===== src/rtl/seq_calculator_core.sv =====
// Sequential calculator datapath: one-cycle ADD/SUB/logic ops, iterative shift-add MUL
// and restoring DIV, with a start/done handshake and registered result and status flags.
module seq_calculator_core #(
  parameter int WIDTH = 8
) (
  input  logic                 clk,
  input  logic                 rst,
  input  logic                 start,
  input  logic [WIDTH-1:0]     A,
  input  logic [WIDTH-1:0]     B,
  input  logic [2:0]           operation,
  output logic                 busy,
  output logic                 done,
  output logic [2*WIDTH-1:0]   result,
  output logic [WIDTH-1:0]     remainder,
  output logic                 div_by_zero
);

  localparam int CW = $clog2(WIDTH + 1);

  localparam logic [2:0] OP_ADD = 3'b000;
  localparam logic [2:0] OP_SUB = 3'b001;
  localparam logic [2:0] OP_MUL = 3'b010;
  localparam logic [2:0] OP_DIV = 3'b011;
  localparam logic [2:0] OP_AND = 3'b100;
  localparam logic [2:0] OP_OR  = 3'b101;
  localparam logic [2:0] OP_XOR = 3'b110;
  localparam logic [2:0] OP_NOT = 3'b111;

  typedef enum logic [1:0] {
    S_IDLE,
    S_CALC,
    S_DONE
  } state_t;

  state_t               r_state;
  logic                 r_isDiv;
  logic [CW-1:0]        r_cnt;
  logic [2*WIDTH-1:0]   r_mcand;
  logic [WIDTH-1:0]     r_mplier;
  logic [2*WIDTH-1:0]   r_acc;
  logic [WIDTH-1:0]     r_rem;
  logic [WIDTH-1:0]     r_quo;
  logic [WIDTH-1:0]     r_divisor;

  logic [WIDTH:0]       w_sum;
  logic [WIDTH:0]       w_diff;
  logic [2*WIDTH-1:0]   w_quick;
  logic [2*WIDTH-1:0]   w_accNext;
  logic [WIDTH:0]       w_shift;
  logic [WIDTH:0]       w_trial;
  logic                 w_fits;
  logic [WIDTH-1:0]     w_remNext;
  logic [WIDTH-1:0]     w_quoNext;
  logic                 w_needsCalc;

  // Bit WIDTH of the widened sum/difference is the carry/borrow the display path expects.
  always_comb begin
    w_sum   = {1'b0, A} + {1'b0, B};
    w_diff  = {1'b0, A} - {1'b0, B};
    w_quick = '0;
    case (operation)
      OP_ADD:  w_quick = {{(WIDTH-1){1'b0}}, w_sum};
      OP_SUB:  w_quick = {{(WIDTH-1){1'b0}}, w_diff};
      OP_DIV:  w_quick = {{WIDTH{1'b0}}, {WIDTH{1'b1}}};
      OP_AND:  w_quick = {{WIDTH{1'b0}}, A & B};
      OP_OR:   w_quick = {{WIDTH{1'b0}}, A | B};
      OP_XOR:  w_quick = {{WIDTH{1'b0}}, A ^ B};
      OP_NOT:  w_quick = {{WIDTH{1'b0}}, ~A};
      default: w_quick = '0;
    endcase
  end

  assign w_needsCalc = (operation == OP_MUL) || ((operation == OP_DIV) && (B != '0));

  // One shift-add step and one restoring trial-subtract step; the final step feeds the result directly.
  assign w_accNext = r_acc + (r_mplier[0] ? r_mcand : {(2*WIDTH){1'b0}});
  assign w_shift   = {r_rem, r_quo[WIDTH-1]};
  assign w_trial   = w_shift - {1'b0, r_divisor};
  assign w_fits    = ~w_trial[WIDTH];
  assign w_remNext = w_fits ? w_trial[WIDTH-1:0] : w_shift[WIDTH-1:0];
  assign w_quoNext = {r_quo[WIDTH-2:0], w_fits};

  always_ff @(posedge clk or negedge rst) begin
    if (!rst) begin
      r_state     <= S_IDLE;
      r_isDiv     <= 1'b0;
      r_cnt       <= '0;
      r_mcand     <= '0;
      r_mplier    <= '0;
      r_acc       <= '0;
      r_rem       <= '0;
      r_quo       <= '0;
      r_divisor   <= '0;
      busy        <= 1'b0;
      done        <= 1'b0;
      result      <= '0;
      remainder   <= '0;
      div_by_zero <= 1'b0;
    end else begin
      done <= 1'b0;
      case (r_state)
        S_IDLE: begin
          if (start) begin
            busy        <= 1'b1;
            div_by_zero <= 1'b0;
            r_isDiv     <= (operation == OP_DIV);
            r_cnt       <= '0;
            r_mcand     <= {{WIDTH{1'b0}}, A};
            r_mplier    <= B;
            r_acc       <= '0;
            r_rem       <= '0;
            r_quo       <= A;
            r_divisor   <= B;
            if (w_needsCalc) begin
              r_state <= S_CALC;
            end else begin
              r_state     <= S_DONE;
              done        <= 1'b1;
              result      <= w_quick;
              remainder   <= (operation == OP_DIV) ? A : '0;
              div_by_zero <= (operation == OP_DIV);
            end
          end
        end
        S_CALC: begin
          r_cnt <= r_cnt + CW'(1);
          if (r_isDiv) begin
            r_rem <= w_remNext;
            r_quo <= w_quoNext;
          end else begin
            r_acc    <= w_accNext;
            r_mcand  <= r_mcand << 1;
            r_mplier <= r_mplier >> 1;
          end
          if (r_cnt == CW'(WIDTH - 1)) begin
            r_state <= S_DONE;
            done    <= 1'b1;
            if (r_isDiv) begin
              result    <= {{WIDTH{1'b0}}, w_quoNext};
              remainder <= w_remNext;
            end else begin
              result    <= w_accNext;
              remainder <= '0;
            end
          end
        end
        S_DONE: begin
          r_state <= S_IDLE;
          busy    <= 1'b0;
        end
        default: begin
          r_state <= S_IDLE;
          busy    <= 1'b0;
        end
      endcase
    end
  end

endmodule


===== config.mk =====
export PLATFORM = sky130hd
export DESIGN_NAME = seq_calculator_core
export DESIGN_NICKNAME = d
export VERILOG_FILES = /design/src/rtl/seq_calculator_core.sv
export SDC_FILE = /design/constraint.sdc
export NUM_CORES = 1
export LEC_CHECK = 0
export ABC_CLOCK_PERIOD_IN_PS = 3400
export CORE_ASPECT_RATIO = 0.8
export CORE_MARGIN = 2
export CORE_UTILIZATION = 39
export DETAILED_ROUTE_END_ITERATION = 10
export SETUP_SLACK_MARGIN = 0.3
export SLEW_MARGIN = 10
export SYNTH_ARGS = -nofsm -noshare
export SYNTH_HDL_FRONTEND = slang
export SYNTH_SLANG_ARGS = --single-unit

===== constraint.sdc =====
create_clock -name clk -period 3.4 [get_ports clk]
set_input_delay 0.34 -clock clk [delete_from_list [all_inputs] [get_ports clk]]
set_output_delay 0.34 -clock clk [all_outputs]
set_load 0.005 [all_outputs]

# Word-level counts from Yosys, hierarchy flattened
# Cells that the tools add are included.
[classes]
bitwise = 6
n_eq_ne = 14
addsub = 5
muxes = 42
n_reduce_logical = 13
[ops]
columns = ["operator", "n"]
rows = [
  ["two-way mux 16 bit", 9],
  ["two-way mux 8 bit", 12],
  ["case mux 16 bit (2 select lines)", 3],
  ["case mux 8 bit (2 select lines)", 4],
  ["case mux 9 bit (7 select lines)", 1],
  ["adder 16 bit", 1],
  ["== test 3 bit, second input constant", 4],
  ["!= test 2 bit, second input constant", 5],
  ["adder 8 x 8 -> 9 bit", 1],
  ["subtractor 8 x 8 -> 9 bit", 1],
  ["subtractor 9 x 8 -> 9 bit", 1],
  ["AND 8 bit", 1],
  ["NOT 8 bit", 1],
  ["OR 8 bit", 1],
  ["case mux 4 bit (2 select lines)", 1],
  ["AND reduction 2 bit", 4],
  ["nonzero test 8 bit", 1],
  ["bitwise XOR 8 bit", 1],
  ["== test 3 x 2 -> 1 bit, second input constant", 2],
  ["two-way mux 2 bit", 3],
  ["AND reduction 3 bit", 2],
  ["two-way mux 1 bit", 5],
  ["adder 4 x 1 -> 4 bit, second input constant", 1],
  ["== test 4 x 3 -> 1 bit, second input constant", 1],
  ["12 further kinds", 14],
]
[word_totals]
word_cells = 94
register_bits = 98
out_inout_bits = 27
in_bits = 22

# Longest topological paths before layout
# Gate-level depths: netlist of run 1.
[depth]
word_depth = 6
mapped_depth = 13
mapped_depth_nobuf = 12

# Worst setup path before layout of run 1
# No wires, ideal clock.
[synth_timing]
path_kind = "in2reg"
startpoint = "input operation[2]"
endpoint = "register result[8]"
stages = 12
arrival_ns = 2.531
setup_slack_ns = 0.741
path_buffers = 2
required_ns = 3.273
setup_ns = 0.127
cell_sequence = "clkbuf_1 nor2_1 and2_1 buf_2 mux2i_1 fa_1 a21oi_1 o211ai_1 o41ai_1 xor2_1 a221oi_1 nor2_1"
[synth_between]
elab_chain_cells = 5
elab_cells_between_ends = 16
cone_classes = "eq/ne (8); mux (4); reduce/logical (4)"
[synth_rtl]
columns = ["item", "line", "rtl"]
rows = [
  ["from (decl)", "11", "input logic [2:0] operation,"],
  ["== test 3 bit (tied with other cells)", "62", "case (operation)"],
  ["case mux 9 bit (7 select lines) or logical AND 1 bit (tied branches)", "62, 74", ""],
  ["two-way mux 16 bit or logical OR 1 bit (tied branches)", "115, 74", ""],
  ["two-way mux 16 bit or != test 2 bit (tied branches)", "--", ""],
  ["case mux 16 bit (2 select lines) or AND reduction 4 bit (tied branches)", "--", ""],
  ["to (signal assigned)", "120", "result <= w_quick;"],
  ["to (signal assigned)", "140", "result <= {{WIDTH{1'b0}}, w_quoNext};"],
  ["to (signal assigned)", "143", "result <= w_accNext;"],
  ["to (decl)", "14", "output logic [2*WIDTH-1:0] result,"],
]
# Parallel ways exist; a longest one is shown, timed or not. The select of a mux whose other input is x is not followed.
# A chain may end at the register's enable or synchronous reset.

# Final worst setup path of run 1
[layout_timing]
startpoint = "register r_quo[7]"
endpoint = "register remainder[3]"
[layout_between]
elab_chain_cells = 5
[layout_rtl]
columns = ["item", "line", "rtl"]
rows = [
  ["from (decl)", "43", "logic [WIDTH-1:0] r_quo;"],
  ["from (signal assigned)", "130", "r_quo <= w_quoNext;"],
  ["subtractor 9 x 8 -> 9 bit", "79", "assign w_trial = w_shift - {1'b0, r_divisor};"],
  ["two-way mux 8 bit", "81", "assign w_remNext = w_fits ? w_trial[WIDTH-1:0] : w_shift[WIDTH-1:0];"],
  ["two-way mux 8 bit", "139", "if (r_isDiv) begin"],
  ["two-way mux 8 bit", "136", "if (r_cnt == CW'(WIDTH - 1)) begin"],
  ["case mux 8 bit (2 select lines)", "102", "case (r_state)"],
  ["to (signal assigned)", "121", "remainder <= (operation == OP_DIV) ? A : '0;"],
  ["to (signal assigned)", "141", "remainder <= w_remNext;"],
  ["to (decl)", "15", "output logic [WIDTH-1:0] remainder,"],
]
# Every way passes these cells. The select of a mux whose other input is x is not followed.

==> results of run 1 <==
==> how the worst max path moves through the flow <==
stage | endpoint | slack (ps)
finish | remainder[3]$_DFFE_PN0P_ | 610
global route | result[8]$_DFFE_PN0P_ | 340
CTS | result[8]$_DFFE_PN0P_ | 520
detailed placement | result[8]$_DFFE_PN0P_ | 150
global placement | result[8]$_DFFE_PN0P_ | 250
floorplan | result[8]$_DFFE_PN0P_ | 740
==> report_power, final <==
part | total [uW] | switching [uW] | internal [uW]
clock network | 1060 | 476 | 581
logic | 2360 | 1370 | 991
registers | 1810 | 266 | 1540
==> layer usage <==
layer	global-route usage (%)	wire (um)	vias up
met5	0	0	-
met4	6.37	347	0
met3	5.40	1290	26
met2	29.9	7270	210
met1	33.4	9130	2638
li1	-	-	2693
==> cell usage in the layout, fill, tap and decap left out, types with 3 or more instances in the layout <==
master	Yosys	layout
o21ai_0	49	49
and2_1	18	17
clkinvlp_4	0	3
nand2b_1	6	6
a31oi_1	16	16
mux2_2	3	3
nor2_1	69	67
a221oi_1	4	4
xor2_1	12	12
o211ai_1	8	8
o21a_1	6	6
nor3_1	5	5
mux2i_1	13	13
xnor2_1	16	16
a211oi_1	13	13
a22oi_1	8	8
o31ai_1	4	4
nand2_1	93	93
nand4_1	3	3
o22a_1	4	4
and3_1	3	3
nand3_1	19	19
nor2b_1	7	6
a22o_1	18	18
a21o_1	12	12
clkbuf_16	0	9
inv_1	40	40
dfrtp_1	98	98
fa_1	3	3
ha_1	49	49
clkdlybuf4s50_1	0	47
buf_4	2	23
a21oi_1	59	59
==> critical path, stage by stage, from the launching register on <==
cell,delay (ps)
dfrtp_1,360
inv_1,90
ha_1,170
inv_1,50
fa_1,430
a211oi_2,270
o211ai_2,150
nand3_2,130
nor2b_1,340
buf_4,220
mux2i_1,310
o22a_1,190
==> stage by stage <==
stage	power (uW)	hold WS (ps)
after floorplan	3300	44.4
after global placement	4100	464
after detailed placement	4160	464
after CTS	5240	88.6
after global routing	5630	131
final	5220	62.2
==> sequential cells by signal, indices dropped and copies added, names as in the netlist <==
signal,count
busy,1
div_by_zero,1
done,1
r_acc,16
r_cnt,4
r_divisor,8
r_isDiv,1
r_mcand,16
r_mplier,8
r_quo,8
r_rem,8
r_state,2
remainder,8
result,16
==> cell type report <==
class | instances | area (sq um) | area share (%)
multi-input cells | 559 | 3660 | 48.7
well taps | 215 | 269 | 3.58
repair buffers | 72 | 683 | 9.08
flip-flops and latches | 98 | 2450 | 32.6
clock buffers | 10 | 229 | 3.04
clock inverters | 6 | 75.1 | 0.998
inverters | 41 | 154 | 2.05
==> cells by family after synthesis <==
logic type,Yosys count
and+or+nand+nor,235
AOI/OAI and AO/OA,226
DFF,98
buffers and inverters,77
adders and majority gates,52
xor gates and xnor gates,28
muxes,18
==> what timing repair did <==
item / in CTS / in global routing
setup endpoints to repair: 0 / 1
gates resized for setup: 0 / 1
setup buffers: 0 / 0
==> reports/qor.csv, run 1 <==
stage,metric,value,unit
status,status,finished clean,
clock_network,cts.sink_count,98,
clock_network,cts_buffer_depth,2,
floorplanning,die_x,148,um
finish,synthToLayoutAreaGrowth,17.1,%
synth,synth_common_cells,"dfrtp_1, nand2_1, nor2_1",
clock_network,cts-root-buf,clkbuf_16,
synth,netlist.area_leader.share,38.2,%
critical_path,cp_max_fo,4,
synth,synth_top_family_by_area,compound AO/OA/AOI/OAI gates,
synth,synth_xor_area_share,3.82,%
pwr,p_per_area,694,nW/um^2
grt,grt_antenna_before_repair,0,
placement,portBuffers,48,
synth,yosysMostFrequentCell,dfrtp_1,
floorplanning,die_height,119,um
placement,place_congestion,0.941,
flow_run,cap_violations,0,
critical_path,r2r_start,r_quo[7]$_DFFE_PN0P_,
critical_path,worstSetupPathType,reg2reg,
placement,post-place-cells,985,
critical_path,r2r_slack,610,ps
grt,grt_max_degree,63,
sta,fin_crit_sh,82.1,%
clock_network,cts_buffers,9,
synth,synth_top_cell_by_area,dfrtp_1,
finish,utilization,47.2,%
routing,drt-total-wl,18.0,mm
sta,setup_viol,0,
sta,period_needed,2790,ps
synth,synth-compound-area-share,23.0,%
sta,layout_setup_ws,607,ps
synth,syn-cell-area,6430,sq um
sta,hold_viol_final,0,
pwr,ir_drop,0.287,mV
routing,drtPass1Iterations,7,
floorplanning,die-area,17500,sq um
synth,async_reset_ff_share,100,%
finish,nets,855,
routing,ant_nets,0,
grt,gr-total-overflow,0,
synth,synth-seq-cells,98,
clock_network,clkSlewWorstSetupHoldPaths,80,ps
floorplanning,num_rows,41,
floorplanning,initial_core_util,40.3,%
routing,route.detailed.drc,0,
clock_network,cts_tree,yes,
routing,vias,5567,
floorplanning,fp.coreArea,16000,sq um
routing,drt_iter0_drc,320,
clock_network,cts_max_level,3,
synth,syn_inst,734,
synth,syn_area_per_cell,8.76,sq um
synth,synth.net_count,808,
sta,finalMaxSlewViolations,0,
synth,yosysSeqAreaShare,38.2,%
finish,design_area,7520,sq um
critical_path,r2r-end,remainder[3]$_DFFE_PN0P_,
sta,fmax,0.358,GHz
sta,skew,9.98,ps
placement,placed_area,7220,sq um
synth,synth_fa_ha_area_share,10.5,%
critical_path,worst_setup_path_start_kind,flop,
placement,pre_cts_ws,148,ps
min_path,hp-class,in2async,
pwr,power.leakage,0.00348,uW
clock_network,postCtsHoldBufs,0,
synth,synth-warning-count,0,
routing,wl_per_cell,18.0,um
synth,synthSimpleGateAreaFrac,16.6,%
routing,vias_per_cell,5.56,
finish,drive_gt1_share,7.38,%
clock_network,clk_latency,360,ps
placement,dpl.hpwl,13.8,mm
critical_path,rr_worst_depth,11,
finish,antennaDiodeCount,0,
grt,gr-usage-all-layers,21.8,%
critical_path,end_kind,flop,
sta,finalSetupTns,0,ps
sta,tightest_slew,824,ps
floorplanning,num_io_pins,49,
critical_path,critPathLaunch,r_quo[7]$_DFFE_PN0P_,
critical_path,worstPathArrival,3090,ps
finish,stdcell_count,1001,
finish,fillers,1518,
sta,rsz0062_at_grt,false,
grt,grt_pass1_wl,29.8,mm
synth,synth_edf_count,0,
synth,synthMuxAreaShare,2.96,%
synth,ys.flop_type,dfrtp_1,
synth,yosysUniqueCellTypes,64,
synth,yosys-top-cells-area,"dfrtp_1, ha_1, nand2_1",
critical_path,required,3700,ps
grt,first_global_vias,5445,
sta,slew_headroom,44.7,%
Power figures use the tool's default switching activity.
==> run 2: changes to the inputs <==
Settings changed: ABC_CLOCK_PERIOD_IN_PS 3400 to 2900.
Clock period 3.4 ns to 2.9 ns, I/O delays scaled along.
==> reports/qor.csv, run 2 (synthesis results as in run 1) <==
stage,metric,value,unit
critical_path,worst-path-buf-inv,2,
placement,placed_area,7370,sq um
routing,drt_iter0_drc,382,
critical_path,cp_max_fo,3,
routing,vias_per_cell,5.55,
grt,grt_max_degree,53,
placement,dpl.hpwl,14.1,mm
pwr,clockPowerShare,21.6,%
clock_network,clk_latency,360,ps
pwr,power.leakage,0.00368,uW
floorplanning,num_io_pins,49,
finish,synthToLayoutAreaGrowth,23.5,%
finish,design_area,7940,sq um
clock_network,clkSlewWorstSetupHoldPaths,70,ps
floorplanning,die_x,148,um
critical_path,required,3140,ps
sta,period_needed,2490,ps
grt,gr-usage-all-layers,21.8,%
critical_path,r2r_slack,420,ps
sta,slew_headroom,54.5,%
routing,drt-total-wl,18.7,mm
grt,gr-total-overflow,0,
floorplanning,num_rows,41,
pwr,p_int,3890,uW
pwr,ir_drop,0.426,mV
status,status,finished clean,
critical_path,worstPathArrival,2730,ps
critical_path,path_delay_family,compound AO/OA/AOI/OAI gates,
critical_path,worst_setup_path_start_kind,primary input,
finish,antennaDiodeCount,0,
clock_network,cts_buffers,9,
routing,route.detailed.drc,0,
finish,layout_commonest_cell,dfrtp_1,
floorplanning,fp.coreArea,16000,sq um
routing,vias,5712,
routing,drtPass1Iterations,7,
clock_network,cts_max_level,3,
sta,hold_viol_final,0,
sta,fmax,0.402,GHz
floorplanning,die-area,17500,sq um
flow_run,cap_violations,0,
finish,layout_common_cells,"dfrtp_1, nand2_1, nor2_1",
clock_network,cts.sink_count,98,
pwr,p_per_area,812,nW/um^2
sta,skew,11.2,ps
grt,grt_antenna_before_repair,0,
sta,rsz0062_at_grt,false,
critical_path,end_kind,flop,
pwr,sw_frac_of_total,39.6,%
critical_path,critical_path.cell_chain,clkdlybuf4s50_1 -> inv_2 -> ha_4 -> nor2_2 -> xnor2_1 -> ha_1 -> a21oi_2 -> o211ai_1 -> o41ai_2 -> xor2_1 -> a221oi_2 -> nor2_1,
finish,drive_gt1_share,14.6,%
sta,tightest_slew,681,ps
clock_network,cts_buffer_depth,2,
placement,place_congestion,0.853,
placement,portBuffers,48,
grt,grt_pass1_wl,29.8,mm
finish,reg_top3,"r_acc (16), r_mcand (16), result (16)",
finish,nets,884,
critical_path,worstSetupPathType,in2reg,
critical_path,cpPeakStageDelay,500,ps
sta,finalMaxSlewViolations,0,
routing,wl_per_cell,18.1,um
floorplanning,die_height,119,um
min_path,hp-class,in2reg,
sta,finalSetupTns,0,ps
floorplanning,initial_core_util,40.3,%
pwr,seqPwrFrac,32.9,%
grt,first_global_vias,5434,
pwr,pwr-share-comb,45.5,%
critical_path,cpMaxStageDelayCell,clkdlybuf4s50_1,
sta,fin_crit_sh,85.9,%
clock_network,cts_tree,yes,
pwr,power.switching,2550,uW
sta,setup_viol,0,
routing,ant_nets,0,
clock_network,cts-root-buf,clkbuf_16,
-- run 2: what timing repair did --
action                     4_1_cts  5_1_grt
pin swaps                        3       21
setup endpoints to repair        9       23
resized for setup                4       37
hold endpoints to repair        46        0
gates cloned                     0        0
hold buffers                     1        0
buffers inserted                 1        8
-- run 2: tightest hold or removal path, delay by kind of cell --
family	cells	cell delay (ps)
buffers and inverters	3	360
AO/OA/AOI/OAI	1	80
-- run 2: power by group through the flow --
| stage | registers [uW] | logic (uW) | clock network [uW] |
|---|---|---|---|
| 6_report | 2120 | 2930 | 1390 |
| 5_1_grt | 2170 | 3250 | 1470 |
| 4_1_cts | 2110 | 2820 | 1420 |
| 3_5_place_dp | 2130 | 2790 | 0 |
| 3_3_place_gp | 2120 | 2740 | 0 |
| 2_1_floorplan | 2050 | 1820 | 0 |
-- run 2: final cells by class --
class,instances,area [sq um]
fill,1503,8020
multi-input combinational,559,3810
sequential,98,2450
timing repair buffer,101,913
tap,215,269
clock buffer,9,225
inverter,41,154
clock inverter,6,116
-- run 2: path summary, 6_finish.rpt --
path	cells after the start	startpoint	to
min reg2reg	2	result[9]$_DFFE_PN0P_	result[9]$_DFFE_PN0P_
min	4	B[0]	r_divisor[0]$_DFFE_PN0P_
max	12	B[1]	result[8]$_DFFE_PN0P_
max in group asynchronous	3	rst	r_mplier[6]$_DFFE_PN0P_
max reg2reg	9	r_mcand[0]$_DFFE_PN0P_	result[10]$_DFFE_PN0P_
min in group asynchronous	2	rst	r_mcand[3]$_DFFE_PN0P_
-- run 2: per-layer routing --
metal | up-vias | wire, um | GRT usage [%]
li1 | 2742 | - | -
met1 | 2795 | 9600 | 34.0
met2 | 160 | 7650 | 30.6
met3 | 15 | 1160 | 4.10
met4 | 0 | 238 | 5.59
met5 | - | 0 | 0
-- run 2: metrics by stage --
stage	util (%)	hold slack (ps)	cells	setup slack, ps	power [uW]
floorplan	-	-5.59	734	354	3870
global placement	46.2	353	1004	-50.8	4860
detailed placement	46.2	365	1004	-76.0	4920
CTS	48.6	489	1021	301	6350
global route	49.8	448	1029	283	6890
finish	49.8	408	1029	410	6440
==> run 3: changes to the inputs <==
Settings changed: ABC_CLOCK_PERIOD_IN_PS 2900 to default, CAP_MARGIN from default to 0.
==> results of run 3 <==
The final DEF is identical to that of run 2; final timing and power are the same.
